[src/rtl/buffer_r.sv]
// buffer_r: receive-side UART FIFO. The receiver shift logic pushes bytes in
// and the CPU drains them through a 2-bit register address.
// Register map: 0 data (pop), 1 status, 2 fill count, 3 clear overflow.
// Status byte: bit0 rrxrdy, bit1 rFULL, bit2 rOVF, bit3 headFE.
// Optional build macro RX_FRAME_ERR_EN: stores the framing-error flag with each
// entry and reports the flag of the head entry in status bit 3.
module buffer_r #(
    parameter int BITWIDTH = 8,
    parameter int DEPTH    = 4,
    parameter int ADDR_W   = 2
) (
    input  logic                rClk,
    input  logic                rRst,
    input  logic                rWR,
    input  logic [BITWIDTH-1:0] rdataIn,
    input  logic                rFE,
    input  logic                rRD,
    input  logic [1:0]          rpaddr,
    output logic [BITWIDTH-1:0] rdataOut,
    output logic                rEMPTY,
    output logic                rFULL,
    output logic                rrxrdy,
    output logic                rOVF
);

`ifdef RX_FRAME_ERR_EN
    localparam int ENTRY_W = BITWIDTH + 1;
`else
    localparam int ENTRY_W = BITWIDTH;
`endif

    localparam logic [ADDR_W:0] FULL_COUNT = (ADDR_W + 1)'(DEPTH);

    logic [ENTRY_W-1:0]  r_mem [DEPTH];
    logic [ADDR_W-1:0]   r_wptr;
    logic [ADDR_W-1:0]   r_rptr;
    logic [ADDR_W:0]     r_count;
    logic [BITWIDTH-1:0] r_dout;
    logic                r_ovf;

    logic                w_empty;
    logic                w_full;
    logic                w_pop;
    logic                w_push;
    logic                w_ovf_set;
    logic                w_ovf_clr;
    logic                w_head_fe;
    logic [ENTRY_W-1:0]  w_head;
    logic [ENTRY_W-1:0]  w_entry_in;
    logic [BITWIDTH-1:0] w_rd_data;

    assign w_empty = (r_count == '0);
    assign w_full  = (r_count == FULL_COUNT);
    assign w_head  = r_mem[r_rptr];

    // A pop frees a slot in the same cycle, so a full FIFO still accepts a push
    // when the CPU drains it at the same time.
    assign w_pop     = rRD && (rpaddr == 2'd0) && !w_empty;
    assign w_push    = rWR && (!w_full || w_pop);
    assign w_ovf_set = rWR && w_full && !w_pop;
    assign w_ovf_clr = rRD && (rpaddr == 2'd3);

`ifdef RX_FRAME_ERR_EN
    assign w_entry_in = {rFE, rdataIn};
    assign w_head_fe  = !w_empty && w_head[BITWIDTH];
`else
    logic w_unused_fe;
    assign w_entry_in  = rdataIn;
    assign w_head_fe   = 1'b0;
    assign w_unused_fe = rFE;
`endif

    // CPU read mux; an empty data read returns 0 (no write-through bypass)
    always_comb begin
        w_rd_data = '0;
        case (rpaddr)
            2'd0: w_rd_data = w_empty ? '0 : w_head[BITWIDTH-1:0];
            2'd1: w_rd_data = BITWIDTH'({w_head_fe, r_ovf, w_full, !w_empty});
            2'd2: w_rd_data = BITWIDTH'(r_count);
            default: w_rd_data = '0;
        endcase
    end

    // Storage array, no reset: contents are don't-care after reset
    always_ff @(posedge rClk) begin
        if (!rRst && w_push) begin
            r_mem[r_wptr] <= w_entry_in;
        end
    end

    // Pointers and fill count
    always_ff @(posedge rClk) begin
        if (rRst) begin
            r_wptr  <= '0;
            r_rptr  <= '0;
            r_count <= '0;
        end else begin
            if (w_push) begin
                r_wptr <= r_wptr + 1'b1;
            end
            if (w_pop) begin
                r_rptr <= r_rptr + 1'b1;
            end
            case ({w_push, w_pop})
                2'b10:   r_count <= r_count + 1'b1;
                2'b01:   r_count <= r_count - 1'b1;
                default: r_count <= r_count;
            endcase
        end
    end

    // Registered CPU read data, held while no read strobe
    always_ff @(posedge rClk) begin
        if (rRst) begin
            r_dout <= '0;
        end else if (rRD) begin
            r_dout <= w_rd_data;
        end
    end

    // Sticky overflow; a same-cycle overflow beats the clear request
    always_ff @(posedge rClk) begin
        if (rRst) begin
            r_ovf <= 1'b0;
        end else if (w_ovf_set) begin
            r_ovf <= 1'b1;
        end else if (w_ovf_clr) begin
            r_ovf <= 1'b0;
        end
    end

    assign rdataOut = r_dout;
    assign rEMPTY   = w_empty;
    assign rFULL    = w_full;
    assign rrxrdy   = !w_empty;
    assign rOVF     = r_ovf;

endmodule

[config.mk]
export PLATFORM = sky130hd
export DESIGN_NAME = buffer_r
export DESIGN_NICKNAME = d
export VERILOG_FILES = /design/src/rtl/buffer_r.sv
export SDC_FILE = /design/constraint.sdc
export NUM_CORES = 1
export LEC_CHECK = 0
export CAP_MARGIN = 20
export CORE_UTILIZATION = 45
export DETAILED_ROUTE_END_ITERATION = 10
export GPL_ROUTABILITY_DRIVEN = 0
export HOLD_SLACK_MARGIN = 0.05
export PLACE_DENSITY_LB_ADDON = 0.08
export SYNTH_ARGS = -nofsm -noshare
export SYNTH_HDL_FRONTEND = slang
export SYNTH_SLANG_ARGS = --single-unit
[constraint.sdc]
create_clock -name rClk -period 2.4 [get_ports rClk]
set_input_delay 0.48 -clock rClk [delete_from_list [all_inputs] [get_ports rClk]]
set_output_delay 0.48 -clock rClk [all_outputs]
set_load 0.02 [all_outputs]
# Word level (Yosys, flattened, before mapping)
# Memories as Yosys holds them, arrays and structs flattened. A register that Yosys moved wholly into a read port is not among the register bits.
# Cells that the tools add are included.
# classes
mul,0
div,0
order_cmp,0
shift,0
addsub,4
bitwise,0
eq_ne,6
n_reduce_logical,16
mux,9
# ops
cell,count
$pmux 8 s3,1
$mux 8,1
$logic_and 1x1->1,7
$eq 2x2->1 const B,3
$pmux 3 s2,1
$add 2x1->2 const B,2
$eq 2x1->1 const B,2
$logic_not 1->1,4
$mux 1,4
$mux 2,2
$reduce_bool 2->1,2
$add 3x1->3 const B,1
$eq 3x3->1 const B,1
$logic_not 3->1,1
$sub 3x1->3 const B,1
$logic_not 2->1,1
$logic_or 1x1->1,1
# word_totals
latchBits,0
ramBits,32
regBits,16
input_bits,15
word_cells,41
n_memories,1
mem_bits_ro,0
# memory_table
name,depth,word_bits,rd,rd_clocked_by_memory_dff,wr,line,source
r_mem,4,8,1,1,1,34,logic [ENTRY_W-1:0] r_mem [DEPTH];

# Longest topological paths before layout
# Gate-level depths: netlist of run 1.
# depth
ltp_word,8
depth_mapped,8
mapped_depth_nobuf,7

# Least setup slack after synthesis of run 1
# OpenSTA, ideal clock, no wires.
# synth_timing
kind,in2reg
startpoint,in rpaddr[1]
endpoint,reg r_count[1]
setup_slack_ns,0.064
arrival_time_ns,2.241
path_stages,6
setup_time_ns,0.095
cell_sequence,or3b_4 -> or3_1 -> fa_1 -> nand2b_1 -> or4_1 -> o311ai_1
# synth_via
elab_chain_len,7
elab_cells_between_ends,9
# synth_lines
item,line,source
start: declaration,18,"input logic [1:0] rpaddr,"
$logic_not 2->1 *,58,assign w_pop = rRD && (rpaddr == 2'd0) && !w_empty;
$logic_and 1x1->1 * (2 in series),58,
$logic_or 1x1->1,59,assign w_push = rWR && (!w_full || w_pop);
$logic_and 1x1->1,59,
$eq 2x1->1 or $eq 2x2->1 (tied branches),104,"case ({w_push, w_pop})"
$pmux 3 s2 or $reduce_bool 2->1 (tied branches),-,
end signal: assignment,105,2'b10: r_count <= r_count + 1'b1;
end signal: assignment,106,2'b01: r_count <= r_count - 1'b1;
end signal: assignment,107,default: r_count <= r_count;
end: declaration,37,logic [ADDR_W:0] r_count;
# Mark *: on every way between the ends. The rest lies on a longest branch, timed or not.
# A chain may end at the register's enable or synchronous reset.

# Worst setup path after layout of run 1
# Ends and elaborated chain as after synthesis.

==> flow_summary.ini, run 1 <==
[min_path]
min_path_type = reg -> reg
whs_path_depth = 2
hold_end = rdataOut[0]$_SDFFE_PP0P_
hold_start = rdataOut[0]$_SDFFE_PP0P_

[sta]
fin_skew_ns = 0.0111
worst_slew_pin_slew_ns = 0.548
finalSetupTns_ns = 0
fin_ws_ns = 0.0768
max_freq_mhz = 430
rsz0062_at_grt = no
fin_crit_sh_pct = 96.8
final-hold-violation-count = 0
slew_headroom_pct = 63.0
drv_slew = 0
post-route-min-period_ns = 2.32
setup_viol_count_final = 0

[placed_design]
dp_hpwl_mm = 2.88
placed_area_mm2 = 0.00262
portBuffers = 25
post-place-ws_ns = -0.462

[routing]
wl_mm = 4.11
first_pass_iters = 10
viasPerCell = 5.41
ant_nets = 0
avgRoutedWirePerCell_um = 16.1
num_vias = 1386
drc = 3
dr.first_iter.drc_count = 106

[floorplanning]
start_util_pct = 48.1
core-area_mm2 = 0.00447
die_area_mm2 = 0.00506
rows = 24
die_y_um = 71.2
io_pins = 27
fp.dieW_um = 71.2

[power]
p_leak_nw = 0.946
p_per_area_mw_per_mm2 = 652
ir_worst_vdd_mv = 0.432

[final_layout]
fillers = 368
diodes = 0
final_common_cell = edfxtp_1
drive_gt1_share_pct = 21.1
nNetsFinal = 223
finalInstanceArea_mm2 = 0.00274
final_cell_mix = edfxtp_1 (32), clkdlybuf4s50_1 (22), dfxtp_1 (18), buf_4 (16), nor2_1 (14)
final_util_pct = 61.1
synthToLayoutAreaGrowth_pct = 27.1

[critical_path]
worstRegToRegCells = 6
critPathRequiredTime_ns = 2.62
path_class = in -> reg
cp_data_arrival_time_ns = 2.54
worst_r2r_endpoint = r_count[1]$_SDFFE_PP0P_
worst-path-max-fanout = 2
r2r_slack_ns = 0.19
startpoint_type = input port
endpoint_kind = register
r2r_start = r_count[2]$_SDFFE_PP0P_

[clock_tree]
clkTransAtPathRegs_ns = 0.10
postCtsSetupBuffers = 0
numCtsBuffers = 5
clk_path_buf_depth = 2
cts_tree = done
cts_root_buffer = clkbuf_8
clock_sinks = 50
insertion_delay_ns = 0.30
h-tree-depth = 2

[grt]
grt_pass1_vias = 1406
grt_remaining_overflow = 0
grt_pass1_wl_mm = 6.70
track_usage_pct = 18.1
antenna_found_initial = 0
grt_max_degree = 20

[synth]
yosys.area_share.simple_pct = 14.4
avgSynthCellArea_um2 = 13.3
yosysSeqAreaShare_pct = 61.4
synth_fa_ha_area_share_pct = 3.26
async_flop_share_pct = 0
synth_top_family_by_area = simple AND/OR/NAND/NOR gates
synthXorXnorAreaFrac_pct = 1.63
yosys-mux-area-fraction_pct = 8.84
syn-cell-area_mm2 = 0.00215
syn_inst = 162
ys_ff_latch = 50
synth_compound_area_share_pct = 7.27
netlist-cell-type-count = 45
syn_nets = 182
synthFlopType = edfxtp_1
synth_warnings = 0
synth_edf_count = 32

[run_status]
violations = DRC
status = complete, but fails checks

[flow_run]
drv_cap = 0
==> cell type report <==
cell class	count	area, um^2	area share, %
sequential	50	1320	48.3
multi-input combinational	95	767	28.0
timing repair buffer	45	447	16.3
clock buffer	5	68.8	2.52
tap	52	65.1	2.38
clock inverter	3	43.8	1.60
inverter	6	22.5	0.823
==> how the worst max path moves through the flow <==
stage          depth (start not counted)  startpoint                       to  slack (ns)
2_1_floorplan                          6   rpaddr[1]  r_count[1]$_SDFFE_PP0P_        0.06
3_3_place_gp                           7         rRD  r_count[1]$_SDFFE_PP0P_       -0.41
3_5_place_dp                           7         rRD  r_count[1]$_SDFFE_PP0P_       -0.46
4_1_cts                                7   rpaddr[1]  r_count[1]$_SDFFE_PP0P_        0.05
5_1_grt                                7   rpaddr[1]  r_count[1]$_SDFFE_PP0P_        0.02
6_report                               7   rpaddr[1]  r_count[1]$_SDFFE_PP0P_        0.08
==> registers in the layout, summed over array words and instances (netlist names), named ones only <==
name and flops:
r_wptr 2, r_rptr 2, rdataOut 8, r_mem 32, rOVF 1, r_count 3
==> power breakdown <==
group	switching (mW)	internal, mW	leakage (nW)
clock network	0.280	0.313	0.0585
registers	0.0155	0.944	0.437
logic	0.116	0.117	0.450
total	0.411	1.37	0.946
==> layer usage <==
layer  routed length (um)  vias to the layer above  GRT usage (%)
met5                    0                        -              0
met3                  189                        6           5.56
met2                 2000                       35           29.6
met1                 1860                      670           22.6
met4                   60                        0           6.89
li1                     -                      675              -
==> through the flow <==
stage	total power, mW	hold WS, ns	instances
after floorplan	1.10	0.485	162
after global placement	1.20	0.460	248
after detailed placement	1.21	0.466	248
after CTS	1.80	0.481	256
after global routing	1.86	0.499	256
final	1.78	0.477	256
==> critical path, cell delays in order <==
cell	delay (ns)
dlygate4sd2_1	0.24
or3b_4	0.39
or3_4	0.34
fa_1	0.46
nand2b_1	0.16
or4_1	0.40
o311ai_1	0.08
==> cells in the mapped netlist, drive strengths merged (3+ instances only) <==
master | count | area [um^2]
a21oi | 9 | 45.0
and2 | 4 | 25.0
buf | 4 | 20.0
clkbuf | 7 | 26.3
dfxtp | 18 | 360
edfxtp | 32 | 961
ha | 4 | 50.1
inv | 6 | 22.5
mux4 | 8 | 180
nand2 | 7 | 26.3
nand3 | 3 | 15.0
nand3b | 3 | 22.5
nor2 | 15 | 58.8
nor2b | 5 | 31.3
nor3 | 3 | 20.0
o21ai | 3 | 15.0
==> what timing repair did <==
| action | CTS | global route |
|---|---|---|
| hold buffers | 0 | 0 |
| pin swaps | 1 | 1 |
| gates resized for setup | 4 | 0 |
| endpoints found under the setup margin | 2 | 1 |
==> cell families (layout without fill, tap and decap cells) <==
logic type	count (synthesis)	after routing
muxes	9	9
AOI/OAI and AO/OA	24	24
DFF	50	50
buffers and inverters	17	59
xor gates and xnor gates	4	4
adders and majority gates	5	5
and+or+nand+nor	53	53
Power figures use the tool's default switching activity.
==> inputs of run 2 (changes only) <==
==> constraint.sdc (replaced) <==
create_clock -name rClk -period 2.4 [get_ports rClk]
set_input_delay 0.36 -clock rClk [delete_from_list [all_inputs] [get_ports rClk]]
set_output_delay 0.36 -clock rClk [all_outputs]
set_load 0.02 [all_outputs]
==> flow_summary.ini, run 2 (synthesis results as in run 1) <==
[critical_path]
r2r_start = r_count[2]$_SDFFE_PP0P_
cp.depth = 6
worst-path-max-fanout = 8
slowest_delay_ns = 0.54
cp_slowest_cell = dfxtp_1
path_class = reg -> reg
worst_r2r_endpoint = r_count[1]$_SDFFE_PP0P_
endpoint_kind = register
crit_buf_inv = 0
r2r_slack_ns = 0.06
cp_data_arrival_time_ns = 2.55
cp_top_family = simple AND/OR/NAND/NOR gates
worstRegToRegCells = 6
crit_start = r_count[2]$_SDFFE_PP0P_
startpoint_type = register
critPathRequiredTime_ns = 2.62
worstPathCellList = nor3_2 > or3_4 > fa_1 > nand2b_4 > or4_4 > o311ai_4

[routing]
first_pass_iters = 7
drc = 3
wl_mm = 4.13
ant_nets = 0
dr.first_iter.drc_count = 150
avgRoutedWirePerCell_um = 16.3
viasPerCell = 5.48
num_vias = 1391

[final_layout]
top_register = r_mem
multiInputGateArea_um2 = 796
diodes = 0
drive_gt1_share_pct = 21.3
largest_reg_flops = 32
fillers = 356
final_cell_mix = edfxtp_1 (32), clkdlybuf4s50_1 (22), dfxtp_1 (18), nor2_1 (14), buf_4 (14)
synthToLayoutAreaGrowth_pct = 27.0
seqCellArea_mm2 = 0.00132
final_common_cell = edfxtp_1
nNetsFinal = 221

[clock_tree]
postCtsSetupBuffers = 0
insertion_delay_ns = 0.30
clock_sinks = 50
cts_hold_buf = 0
clkTransAtPathRegs_ns = 0.09
cts_root_buffer = clkbuf_8
numCtsBuffers = 5
cts_tree = done
clk_path_buf_depth = 2
h-tree-depth = 2

[power]
p_per_area_mw_per_mm2 = 616
ir_worst_vdd_mv = 0.423
combPwrFrac_pct = 14.3
p_sw_mw = 0.410
p_int_mw = 1.27
p_seq_share_pct = 57.0
clockPowerShare_pct = 28.6
switching_share_pct = 24.4
p_leak_nw = 0.968

[grt]
antenna_found_initial = 0
grt_pass1_wl_mm = 6.65
grt_pass1_vias = 1384
grt_max_degree = 20
grt_remaining_overflow = 0
track_usage_pct = 18.1

[sta]
worst_slew_pin_slew_ns = 0.755
setup_viol_count_final = 0
fin_ws_ns = 0.0640
fin_crit_sh_pct = 97.3
final-hold-violation-count = 0
fin_skew_ns = 0.00738
finalSetupTns_ns = 0
post-route-min-period_ns = 2.34
rsz0062_at_grt = no
drv_slew = 0
slew_headroom_pct = 49.0
max_freq_mhz = 428

[floorplanning]
io_pins = 27
core-area_mm2 = 0.00447
die_area_mm2 = 0.00506
rows = 24
start_util_pct = 48.1
die_y_um = 71.2
fp.dieW_um = 71.2

[min_path]
hold_start = rdataOut[0]$_SDFFE_PP0P_
hold_end = rdataOut[0]$_SDFFE_PP0P_
whs_path_depth = 2
min_path_type = reg -> reg

[flow_run]
drv_cap = 0

[placed_design]
post-place-ws_ns = -0.316
dp_hpwl_mm = 2.87
portBuffers = 25

[run_status]
status = complete, but fails checks
violations = DRC
## run 2: cell count changes in the layout (fill, tap and decap cells not counted), sizes merged
cell          previous run  this run
clkbuf                   5         6
dlygate4sd2              3         0
bufinv                   1         0
buf                     20        18
dlymetal6s2s             0         3
## run 2: worst max-delay path by stage
stage / endpoint / slack [ns]
6_report: r_count[1]$_SDFFE_PP0P_ / 0.06
5_1_grt: r_count[1]$_SDFFE_PP0P_ / 0.01
4_1_cts: r_count[1]$_SDFFE_PP0P_ / 0.0009
3_5_place_dp: r_count[1]$_SDFFE_PP0P_ / -0.32
3_3_place_gp: r_count[1]$_SDFFE_PP0P_ / -0.29
2_1_floorplan: r_count[1]$_SDFFE_PP0P_ / 0.18
## run 2: metrics by stage
| step | hold slack (ns) | std cells | area (um^2) | total power [mW] | util (%) |
|---|---|---|---|---|---|
| final | 0.475 | 254 | 2730 | 1.68 | 61.1 |
| after global routing | 0.506 | 254 | 2730 | 1.75 | 61.1 |
| after CTS | 0.475 | 254 | 2700 | 1.69 | 60.3 |
| after detailed placement | 0.461 | 246 | 2610 | 1.21 | 58.2 |
| after global placement | 0.461 | 246 | 2610 | 1.20 | 58.2 |
| after floorplan | 0.459 | 162 | 2150 | 1.10 | - |
## run 2: area by class of cell
| type | instances | area share [%] |
|---|---|---|
| clock buffers | 6 | 2.65 |
| inverters | 6 | 0.824 |
| multi-input cells | 95 | 29.1 |
| well taps | 52 | 2.38 |
| clock inverters | 2 | 0.503 |
| repair buffers | 43 | 16.2 |
| flip-flops and latches | 50 | 48.3 |
## run 2: tightest hold or removal path, stage by stage, from the launching register on
cell and delay (ns):
dfxtp_1 0.32, nand2b_1 0.06, a21oi_1 0.05
## run 2: timing repair
item	4_1_cts	5_1_grt
resized for setup	1	7
setup endpoints to repair	1	2
pin swaps	0	3
## run 2: metal layers
metal	vias to the layer above	GRT usage [%]	share of wire [%]
li1	671	-	-
met1	686	23.6	46
met2	29	29.6	50
met3	5	4.42	3.4
met4	0	6.67	0.92
met5	-	0	0
## run 2: power groups by stage
stage | clock network, mW | logic (mW) | registers (mW)
final | 0.482 | 0.241 | 0.960
after global routing | 0.528 | 0.262 | 0.963
after CTS | 0.502 | 0.232 | 0.960
after detailed placement | 0 | 0.231 | 0.980
after global placement | 0 | 0.223 | 0.977
after floorplan | 0 | 0.125 | 0.977
==> inputs of run 3 (changes only) <==
Settings changed: PLACE_DENSITY from default to 0.67, PLACE_DENSITY_LB_ADDON 0.08 to default.
Clock period 2.4 ns to 2.17 ns, I/O delays scaled along.
==> flow_summary.ini, run 3 (synthesis results as in run 1) <==
[run_status]
status = complete, but fails checks
violations = DRC

[power]
clockPowerShare_pct = 32.1
p_leak_nw = 0.990
ir_worst_vdd_mv = 0.564
p_per_area_mw_per_mm2 = 710
p_int_mw = 1.52
p_seq_share_pct = 53.7
switching_share_pct = 22.9
combPwrFrac_pct = 14.2
finalPower_mw = 1.97
p_sw_mw = 0.452

[min_path]
hold_start = rdataOut[0]$_SDFFE_PP0P_
min_path_type = reg -> reg
hold_end = rdataOut[0]$_SDFFE_PP0P_
whs_path_depth = 2

[sta]
fin_crit_sh_pct = 97.4
rsz0062_at_grt = no
max_freq_mhz = 473
slew_headroom_pct = 67.5
drv_slew = 0
worst_slew_pin_slew_ns = 0.481
post-route-min-period_ns = 2.11
fin_skew_ns = 0.00331
final-hold-violation-count = 0
setup_viol_count_final = 0
fin_ws_ns = 0.0556

[clock_tree]
h-tree-depth = 2
clkTransAtPathRegs_ns = 0.09
cts_tree = done
insertion_delay_ns = 0.30
clock_sinks = 50
cts_hold_buf = 0
numCtsBuffers = 5
cts_root_buffer = clkbuf_8
clk_path_buf_depth = 2

[placed_design]
portBuffers = 25
post-place-ws_ns = -0.538
placed_area_mm2 = 0.00264
dp_hpwl_mm = 3.08

[critical_path]
worst-path-max-fanout = 2
critPathRequiredTime_ns = 2.38
cp_data_arrival_time_ns = 2.32
r2r_start = r_count[0]$_SDFFE_PP0P_
worstPathCellList = clkdlybuf4s50_1 > or3_4 > fa_1 > nand2b_4 > or4_4 > o311ai_2
crit_buf_inv = 1
cp_slowest_cell = or4_4
r2r_slack_ns = 0.12
cp_top_family = simple AND/OR/NAND/NOR gates
worstRegToRegCells = 6
startpoint_type = input port
endpoint_kind = register
slowest_delay_ns = 0.47
worst_r2r_endpoint = r_count[1]$_SDFFE_PP0P_
path_class = in -> reg

[floorplanning]
fp.dieW_um = 71.2
die_y_um = 71.2
core-area_mm2 = 0.00447
rows = 24
die_area_mm2 = 0.00506
io_pins = 27
start_util_pct = 48.1

[grt]
grt_remaining_overflow = 0
grt_pass1_wl_mm = 7.12
track_usage_pct = 19.0
grt_max_degree = 20
antenna_found_initial = 0
grt_pass1_vias = 1502

[final_layout]
finalInstanceArea_mm2 = 0.00278
multiInputGateArea_um2 = 786
seqCellArea_mm2 = 0.00132
fillers = 345
nNetsFinal = 226
drive_gt1_share_pct = 25.1
final_common_cell = edfxtp_1
final_cell_mix = edfxtp_1 (32), clkdlybuf4s50_1 (21), buf_4 (19), dfxtp_1 (18), nor2_1 (14)
largest_reg_flops = 32
synthToLayoutAreaGrowth_pct = 29.1
top_register = r_mem
diodes = 0

[routing]
drc = 3
viasPerCell = 5.63
avgRoutedWirePerCell_um = 16.4
dr.first_iter.drc_count = 117
ant_nets = 0
first_pass_iters = 7
wl_mm = 4.24
num_vias = 1459

[flow_run]
drv_cap = 0
-- run 3: worst register-to-register path, stage by stage, from the launching register on --
cell      delay [ns]
dfxtp_1         0.37
nor3_2          0.07
or3_4           0.37
fa_1            0.46
nand2b_4        0.15
or4_4           0.47
o311ai_2        0.08
-- run 3: power by group through the flow --
stage | clock network (mW) | logic [mW] | registers (mW)
floorplan | 0 | 0.139 | 1.08
global placement | 0 | 0.258 | 1.08
detailed placement | 0 | 0.272 | 1.08
CTS | 0.653 | 0.273 | 1.06
global route | 0.692 | 0.302 | 1.06
finish | 0.633 | 0.279 | 1.06
-- run 3: per-layer routing --
metal	global-route usage [%]	share of wire (%)	vias to the layer above
met3	4.99	3.7	4
li1	-	-	683
met4	5.78	0.71	0
met5	0	0	-
met1	24.3	43	725
met2	31.9	53	47
-- run 3: worst max path at each step --
stage / startpoint / to / slack, ns / cells after the start
after floorplan: rpaddr[1] / r_count[1]$_SDFFE_PP0P_ / -0.01 / 6
after global placement: rRD / r_count[1]$_SDFFE_PP0P_ / -0.49 / 7
after detailed placement: rRD / r_count[1]$_SDFFE_PP0P_ / -0.54 / 7
after CTS: rpaddr[0] / r_count[1]$_SDFFE_PP0P_ / -0.008 / 7
after global routing: rWR / r_count[1]$_SDFFE_PP0P_ / 0.01 / 6
final: rWR / r_count[1]$_SDFFE_PP0P_ / 0.06 / 6
-- run 3: metrics by stage --
step / utilization, % / TNS [ns] / cells / hold WS [ns]
after detailed placement: 58.9 / -11.14 / 250 / 0.481
after global routing: 62.1 / 0 / 259 / 0.512
after floorplan: - / -0.0116 / 162 / 0.424
after global placement: 58.9 / -11.77 / 250 / 0.460
final: 62.1 / 0 / 259 / 0.488
after CTS: 61.6 / -0.00794 / 259 / 0.493
-- run 3: repair_timing --
action                                  CTS  global route
endpoints found under the setup margin   34             2
gates resized for setup                  14             4
buffers inserted                          1             0
pin swaps                                 4             2
-- run 3: layout make-up --
| type | instances | share of cell area (%) |
|---|---|---|
| clock inverters | 1 | 0.315 |
| flip-flops and latches | 50 | 47.6 |
| well taps | 52 | 2.34 |
| clock buffers | 7 | 3.87 |
| multi-input cells | 95 | 28.3 |
| repair buffers | 48 | 16.8 |
| inverters | 6 | 0.811 |
